$ cat src/rtl/uart_tx_feeder.sv
// uart_tx_feeder: byte FIFO in front of a UART transmitter, with a small
// controller that hands one byte at a time to the transmitter and waits
// for it to finish before moving to the next byte.
//
// Handshakes:
// - Producer side: a byte is accepted at a rising edge when wr_en=1 and
//   full=0. A write while full is dropped and sets the sticky overflow flag.
// - Transmitter side: tx_data is valid whenever load=1. load is a one-cycle
//   start pulse. The transmitter acknowledges by raising tx_busy and
//   signals completion by dropping it. If tx_busy never rises within
//   ACK_TIMEOUT cycles, the byte is treated as sent and is not retried.
module uart_tx_feeder #(
  parameter int DEPTH       = 8,
  parameter int GAP         = 23,
  parameter int ACK_TIMEOUT = 4
) (
  input  logic                     clk,
  input  logic                     rst,
  input  logic                     wr_en,
  input  logic [7:0]               wr_data,
  output logic                     full,
  output logic                     empty,
  output logic [$clog2(DEPTH):0]   count,
  output logic                     overflow,
  input  logic                     tx_busy,
  output logic [7:0]               tx_data,
  output logic                     load,
  output logic [2:0]               state_dbg
);

  localparam int AW = $clog2(DEPTH);
  localparam int CW = AW + 1;
  localparam int TW = $clog2(ACK_TIMEOUT + 1);
  localparam int GW = (GAP < 2) ? 1 : $clog2(GAP + 1);

  typedef enum logic [2:0] {
    ST_IDLE      = 3'd0,
    ST_LOAD      = 3'd1,
    ST_WAIT_BUSY = 3'd2,
    ST_WAIT_DONE = 3'd3,
    ST_GAP       = 3'd4
  } state_t;

  // With a zero gap the controller returns straight to IDLE after a byte.
  localparam state_t AFTER_TX = (GAP == 0) ? ST_IDLE : ST_GAP;

  state_t state, state_next;

  logic [7:0]    mem [DEPTH];
  logic [AW-1:0] wr_ptr, rd_ptr;
  logic [TW-1:0] tmo_cnt;
  logic [GW-1:0] gap_cnt;
  logic          push, pop;

  // Flags come from the registered count only, so a pop at the same edge
  // never makes room for a write to a full FIFO.
  assign full      = (count == CW'(DEPTH));
  assign empty     = (count == '0);
  assign push      = wr_en && !full;
  assign pop       = (state == ST_IDLE) && !empty;
  assign state_dbg = state;

  // FIFO storage; no reset needed, contents are only read when count says so.
  always_ff @(posedge clk) begin
    if (!rst && push) begin
      mem[wr_ptr] <= wr_data;
    end
  end

  // FIFO pointers, occupancy and sticky overflow flag.
  always_ff @(posedge clk) begin
    if (rst) begin
      wr_ptr   <= '0;
      rd_ptr   <= '0;
      count    <= '0;
      overflow <= 1'b0;
    end else begin
      if (push) wr_ptr <= wr_ptr + 1'b1;
      if (pop)  rd_ptr <= rd_ptr + 1'b1;
      if (wr_en && full) overflow <= 1'b1;
      case ({push, pop})
        2'b10:   count <= count + 1'b1;
        2'b01:   count <= count - 1'b1;
        default: count <= count;
      endcase
    end
  end

  // Controller next-state logic.
  always_comb begin
    state_next = state;
    case (state)
      ST_IDLE:      if (!empty) state_next = ST_LOAD;
      ST_LOAD:      state_next = ST_WAIT_BUSY;
      ST_WAIT_BUSY: begin
        if (tx_busy)              state_next = ST_WAIT_DONE;
        else if (tmo_cnt == '0)   state_next = AFTER_TX;
      end
      ST_WAIT_DONE: if (!tx_busy) state_next = AFTER_TX;
      ST_GAP:       if (gap_cnt <= GW'(1)) state_next = ST_IDLE;
      default:      state_next = ST_IDLE;
    endcase
  end

  // Controller registers: state, load pulse, output byte and the counters.
  always_ff @(posedge clk) begin
    if (rst) begin
      state   <= ST_IDLE;
      load    <= 1'b0;
      tx_data <= 8'h00;
      tmo_cnt <= '0;
      gap_cnt <= '0;
    end else begin
      state <= state_next;
      load  <= (state_next == ST_LOAD);
      if (pop) tx_data <= mem[rd_ptr];
      // WAIT_BUSY lasts at most ACK_TIMEOUT cycles: counter runs ACK_TIMEOUT-1..0.
      if (state == ST_LOAD) begin
        tmo_cnt <= TW'(ACK_TIMEOUT - 1);
      end else if (state == ST_WAIT_BUSY && tmo_cnt != '0) begin
        tmo_cnt <= tmo_cnt - 1'b1;
      end
      // GAP lasts exactly GAP cycles: counter reaches 0 as the state leaves.
      if (state != ST_GAP && state_next == ST_GAP) begin
        gap_cnt <= GW'(GAP);
      end else if (state == ST_GAP && gap_cnt != '0) begin
        gap_cnt <= gap_cnt - 1'b1;
      end
    end
  end

endmodule

$ cat config.mk
export PLATFORM = sky130hd
export DESIGN_NAME = uart_tx_feeder
export DESIGN_NICKNAME = d
export VERILOG_FILES = /design/src/rtl/uart_tx_feeder.sv
export SDC_FILE = /design/constraint.sdc
export NUM_CORES = 1
export LEC_CHECK = 0
export CORE_UTILIZATION = 50
export DETAILED_ROUTE_END_ITERATION = 8
export GPL_ROUTABILITY_DRIVEN = 0
export PLACE_DENSITY = 0.7
export SYNTH_ARGS = -nofsm -noshare
export SYNTH_HDL_FRONTEND = slang
export SYNTH_SLANG_ARGS = --single-unit
$ cat constraint.sdc
create_clock -name clk -period 4.5 [get_ports clk]
set_input_delay 1.125 -clock clk [delete_from_list [all_inputs] [get_ports clk]]
set_output_delay 1.125 -clock clk [all_outputs]
set_load 0.02 [all_outputs]
==> summary.txt, run 1 <==
Die
  • I/O Pins: 31
  • Chip Width: 89.9 um
  • Die height: 89.9 um
  • Initial Utilization: 0.525
  • Die footprint: 8090 sq um
  • Rows: 31
  • Core Region: 7370 sq um

Setup path
  • Top delay family on crit path: buffers and inverters
  • CP Class: register to primary output
  • Critical path peak fanout: 6
  • Slowest CP cell: or4b_1
  • R2r setup slk: 1.80 ns
  • Crit path DAT: 2.08 ns
  • Critical path depth: 3
  • Critical R2R Launch: count[0]$_SDFFE_PP0P_
  • CP required: 3.38 ns
  • Worst flop-to-flop path endpoint: count[3]$_SDFFE_PP0P_
  • Buf/Inv on CP: 2
  • Max incr delay on CP: 0.64 ns
  • CP Launch Type: register
  • Critical path endpoint category: primary output
  • Worst R2R Path Depth: 8
  • CP Cell Sequence: or4b_1 -> inv_1 -> clkdlybuf4s50_1

Worst hold path
  • Hold Path End: overflow$_SDFFE_PP0P_
  • Hold Path Origin: overflow$_SDFFE_PP0P_
  • Hold-critical path depth: 2
  • Worst min-delay path class: register to register

STA
  • Slew Limit Headroom: 0.367
  • Setup ws final: 1.30 ns
  • Final cycle utilization of the critical path: 0.711
  • Clock skew: 0.0147 ns
  • RSZ-0062 raised after global routing: false
  • Max Fclk: 0.312 GHz
  • Post-layout minimum cycle time: 3.20 ns
  • Final Max Tran Viols: 0
  • Total negative setup slack: 0 ns
  • Worst-case hold slack: 0.478 ns
  • Hold Fails Final Rpt: 0
  • Final setup viols: 0
  • Worst-Margin Slew: 0.946 ns

Layout
  • Non-filler cells, final: 403
  • Commonest non-fill, non-tap cell in the layout: edfxtp_1
  • Synthesis-to-layout area growth: 15.1%
  • Fillers: 562
  • Most frequent cells in the layout: edfxtp_1 (64), nor2_1 (32), dfxtp_1 (31)
  • Fraction of layout cells with a size suffix above 1: 0.151
  • Fin nets: 322
  • Diodes inserted: 0
  • Post-layout util: 0.604
  • Post-route cell area: 4450 sq um

Placed design
  • Placed insts: 387
  • Placed Area: 4260 sq um
  • DP Wirelength: 4.55 mm
  • Pre-CTS setup slack: 1.14 ns
  • # port buffers: 30

Logic synthesis
  • Seq/Total Area, Yosys: 0.658
  • Synthesized area: 3870 sq um
  • EDFF count, synth: 64
  • Synth Flop Type: edfxtp_1
  • Seq cells post-synth: 95
  • Ranking of synthesized cells by area: edfxtp_1 (50%), dfxtp_1 (16%), mux4_2 (9.3%)
  • Largest family of logic cells by synthesized area: simple AND/OR/NAND/NOR gates
  • Leading area contributor after synthesis: edfxtp_1
  • Post-Synth Simple-Gate Area: 0.106
  • Syn_area_per_cell: 14.6 sq um
  • Synth Area in Compound Gates: 0.0479
  • Unique masters post-synth: 43
  • Top cell type's share of synthesized area: 0.497
  • Synth warn: 0
  • Cells after Synth: 264
  • Synth Area in Adders: 0.0375
  • XOR/XNOR Fraction of Synth Area: 0.0227
  • Mux cell area share after synthesis: 0.101
  • Syn nets: 287
  • Ys async rst share: 0

Power and ir drop
  • Tot Pwr: 2.49 mW
  • VDD IR max: 0.252 mV
  • PwrDens: 559 nW/um^2
  • Leak: 1.48 nW

Route
  • Top layer in use: met4
  • Via density: 5.42
  • DR DRC count: 0
  • WL met1: 3.06 mm
  • Routed met3 length: 207 um
  • Pre-antenna DRT Iters: 6
  • Iteration-0 DRC Markers: 117
  • Met2 wire length: 3.40 mm
  • Total Wirelength: 6.81 mm
  • Routed vias: 2184
  • Wire length per cell: 16.9 um
  • Antenna-violating nets left: 0

Global routing
  • Largest net degree at the start of global routing: 34
  • Grt ovf: 0
  • First-pass GRT wire length: 11.1 mm
  • Number of global-route vias before repair: 2117
  • Antenna violations before repair: 0
  • Overall routing resource usage: 0.183

Flow run
  • Max-Cap Viols: 0

Clock tree
  • Post-CTS setup buffer count: 0
  • # hold bufs at CTS: 0
  • Clock Path Buffers: 2
  • CTS Sinks: 95
  • CTS clk-pin slew, worst paths: 0.09 ns
  • Worst skew pair latency: 0.36 ns
  • Root Buffer: clkbuf_8
  • Post-CTS Resized: 0
  • CTS buffer count: 9
  • CTS tree: built
  • Max H-tree Level: 3

Outcome
  • Status: finished clean
==> cell usage after synthesis (2+ instances only) <==
library cell,instances
edfxtp_1,64
nor2_1,32
dfxtp_1,31
mux4_2,16
a21oi_1,13
nor3_1,11
ha_1,10
inv_1,10
o22ai_1,8
nand2_1,7
clkbuf_1,6
nand3_1,6
xnor2_1,5
xor2_1,5
nand2b_1,3
nor2b_1,3
a211oi_1,2
buf_4,2
buf_6,2
mux2i_1,2
nand3_2,2
nand4b_1,2
or4b_1,2
==> metal layers <==
layer	track usage	up-vias
met1	0.247	1076
met5	0	-
met3	0.0330	11
met2	0.292	35
met4	0.0820	0
li1	-	1062
==> power by group <==
group	switching (mW)	internal (mW)	leakage [nW]
clock	0.301	0.225	0.0961
combinational	0.440	0.397	0.550
sequential	0.0942	1.03	0.832
total	0.835	1.65	1.48
==> worst max path at each step <==
stage	from	to	slack (ns)
global route	count[0]$_SDFFE_PP0P_	full	1.21
global placement	wr_en	count[3]$_SDFFE_PP0P_	1.19
CTS	count[0]$_SDFFE_PP0P_	full	1.28
floorplan	count[0]$_SDFFE_PP0P_	count[3]$_SDFFE_PP0P_	1.72
detailed placement	wr_en	count[3]$_SDFFE_PP0P_	1.14
finish	count[0]$_SDFFE_PP0P_	full	1.30
==> area by class of cell <==
cell class | instances | area (sq um) | share of cell area
sequential | 95 | 2540 | 0.571
tap | 99 | 124 | 0.0278
inverter | 10 | 37.5 | 0.00844
timing repair buffer | 35 | 338 | 0.0759
clock inverter | 6 | 48.8 | 0.0110
clock buffer | 10 | 138 | 0.0309
multi-input combinational | 148 | 1220 | 0.274
==> cells by family (layout without fill, tap and decap cells) <==
family	Yosys count	count (layout)
compound gates	30	30
xor+xnor	10	10
fa+ha+maj	11	11
buf+inv	21	61
flops	95	95
mux	19	19
simple gates	78	78
==> flip-flops by register name, indices dropped and copies added (netlist names) <==
name and flops:
mem 64, tx_data 8, gap_cnt 5, count 4
rd_ptr 3, state_dbg 3, tmo_cnt 3, wr_ptr 3
load 1, overflow 1
==> worst register-to-register path: stages (launching register included) <==
cell and delay [ns]:
dfxtp_1 0.38, or4_4 0.58, and2_4 0.23, ha_1 0.23
ha_1 0.32, a21oi_1 0.20, a21oi_1 0.10, or4_1 0.47
a21oi_1 0.14
No activity file was read; power rests on OpenSTA's default activity.
==> run 2: changes to the inputs <==
- PLACE_DENSITY: 0.7 -> 0.73
- clock period: 4.5 -> 2.9 ns (I/O delays scaled with it)
==> run 2 against run 1 <==
Against the previous run:
- combinational power rose by 60%
- clock skew rose by 0.0019 ns
- count of clock-buffer cells in the layout did not move
- worst hold slack barely moved
- cell area rose by 1.5%
- register-to-register slack got worse by 1.7 ns
- sequential cell count did not move
- sequential power rose by 54%
- critical endpoint unchanged
==> summary.txt, run 2 (same netlist as run 1, synthesis figures left out) <==
Clock tree
  • # hold bufs at CTS: 0
  • CTS tree: built
  • Max H-tree Level: 3
  • CTS clk-pin slew, worst paths: 0.10 ns
  • Clock Path Buffers: 2
  • Post-CTS setup buffer count: 0
  • Worst skew pair latency: 0.37 ns
  • CTS Sinks: 95
  • Root Buffer: clkbuf_8
  • CTS buffer count: 9

Setup path
  • CP required: 2.17 ns
  • Critical path endpoint category: primary output
  • Worst R2R Path Depth: 8
  • Top delay family on crit path: buffers and inverters
  • Buf/Inv on CP: 2
  • CP Class: register to primary output
  • Slowest CP cell: or4b_4
  • R2r setup slk: 0.15 ns
  • Crit path to: full
  • Critical path peak fanout: 6
  • Critical R2R Launch: count[0]$_SDFFE_PP0P_
  • Crit path DAT: 2.04 ns
  • CP Cell Sequence: or4b_4 -> inv_1 -> clkdlybuf4s50_1
  • Worst flop-to-flop path endpoint: count[3]$_SDFFE_PP0P_
  • Max incr delay on CP: 0.60 ns
  • Critical path depth: 3
  • Crit path launch: count[0]$_SDFFE_PP0P_
  • CP Launch Type: register

Route
  • Antenna-violating nets left: 0
  • Wire length per cell: 17.2 um
  • DR DRC count: 0
  • Pre-antenna DRT Iters: 4
  • Iteration-0 DRC Markers: 147
  • Via density: 5.48
  • Routed vias: 2257
  • Total Wirelength: 7.09 mm

Die
  • Initial Utilization: 0.525
  • Core Region: 7370 sq um
  • Chip Width: 89.9 um
  • I/O Pins: 31
  • Rows: 31
  • Die footprint: 8090 sq um
  • Die height: 89.9 um

Placed design
  • DP Wirelength: 4.65 mm
  • # port buffers: 30
  • Placed insts: 396

STA
  • Worst-Margin Slew: 0.774 ns
  • Post-layout minimum cycle time: 2.76 ns
  • Total negative setup slack: 0 ns
  • Final cycle utilization of the critical path: 0.953
  • Slew Limit Headroom: 0.483
  • Hold Fails Final Rpt: 0
  • RSZ-0062 raised after global routing: false
  • Clock skew: 0.0166 ns
  • Final setup viols: 0
  • Final Max Tran Viols: 0
  • Max Fclk: 0.362 GHz

Worst hold path
  • Worst min-delay path class: register to register

Flow run
  • Max-Cap Viols: 0

Global routing
  • Grt ovf: 0
  • Antenna violations before repair: 0
  • Overall routing resource usage: 0.192
  • Number of global-route vias before repair: 2224
  • First-pass GRT wire length: 11.7 mm
  • Largest net degree at the start of global routing: 31

Layout
  • Largest registers: mem: 64 flops, tx_data: 8 flops, gap_cnt: 5 flops
  • Non-filler cells, final: 412
  • Largest register FFs: 64
  • Diodes inserted: 0
  • Commonest non-fill, non-tap cell in the layout: edfxtp_1
  • Most frequent cells in the layout: edfxtp_1 (64), nor2_1 (32), dfxtp_1 (31)
  • Synthesis-to-layout area growth: 16.8%
  • Biggest register: mem
  • Fin nets: 331
  • Fraction of layout cells with a size suffix above 1: 0.176

Outcome
  • Status: finished clean

Power and ir drop
  • VDD IR max: 0.452 mV
  • PwrDens: 857 nW/um^2
  • Tot Pwr: 3.87 mW
  • Leak: 1.52 nW
==> run 2: power by group <==
part	internal [mW]	switching, mW
sequential	1.60	0.138
clock	0.324	0.472
combinational	0.632	0.708
total	2.55	1.32
==> run 2: per-layer routing <==
| metal | track usage | up-vias | part of all wire |
|---|---|---|---|
| met5 | 0 | - | 0 |
| met4 | 0.0927 | 0 | 0.022 |
| met3 | 0.0330 | 11 | 0.029 |
| met2 | 0.299 | 38 | 0.48 |
| met1 | 0.265 | 1132 | 0.46 |
| li1 | - | 1076 | - |
==> run 2: how the worst min path moves through the flow <==
stage / to / from / slack [ns] / cells after the start
2_1_floorplan: gap_cnt[2]$_SDFFE_PP0P_ / gap_cnt[2]$_SDFFE_PP0P_ / 0.49 / 2
3_3_place_gp: overflow$_SDFFE_PP0P_ / overflow$_SDFFE_PP0P_ / 0.45 / 2
3_5_place_dp: overflow$_SDFFE_PP0P_ / overflow$_SDFFE_PP0P_ / 0.46 / 2
4_1_cts: overflow$_SDFFE_PP0P_ / overflow$_SDFFE_PP0P_ / 0.48 / 2
5_1_grt: tx_data[4]$_SDFFE_PP0P_ / tx_data[4]$_SDFFE_PP0P_ / 0.52 / 2
6_report: overflow$_SDFFE_PP0P_ / overflow$_SDFFE_PP0P_ / 0.48 / 2
==> run 2: cell type report <==
type | instances | area, sq um
fillers | 585 | 2860
flip-flops and latches | 95 | 2540
multi-input cells | 148 | 1220
repair buffers | 44 | 405
clock buffers | 10 | 128
well taps | 99 | 124
clock inverters | 6 | 52.6
inverters | 10 | 37.5
==> run 2: what timing repair did <==
item | 4_1_cts | 5_1_grt
setup endpoints to repair | 0 | 1
gates resized for setup | 0 | 1
hold endpoints to repair | 0 | 0
==> run 2: metrics by stage <==
stage                     hold WS, ns  instance area, sq um   util  setup slack, ns
final                           0.478                  4510  0.613            0.137
after global placement          0.451                  4330  0.588            0.137
after floorplan                 0.494                  3870      -            0.116
after CTS                       0.482                  4510  0.612           0.0373
after global routing            0.522                  4510  0.613          0.00397
after detailed placement        0.462                  4330  0.588           0.0248
==> run 2: tightest hold or removal path, cell delays in order (launching register included) <==
cell	delay, ns
dfxtp_1	0.33
a21oi_1	0.04
nor2_1	0.07
==> run 3: changes to the inputs <==
- SKIP_LAST_GASP: not set -> 1
==> results of run 3 <==
No change in the layout: final DEF, timing and power equal those of run 2.
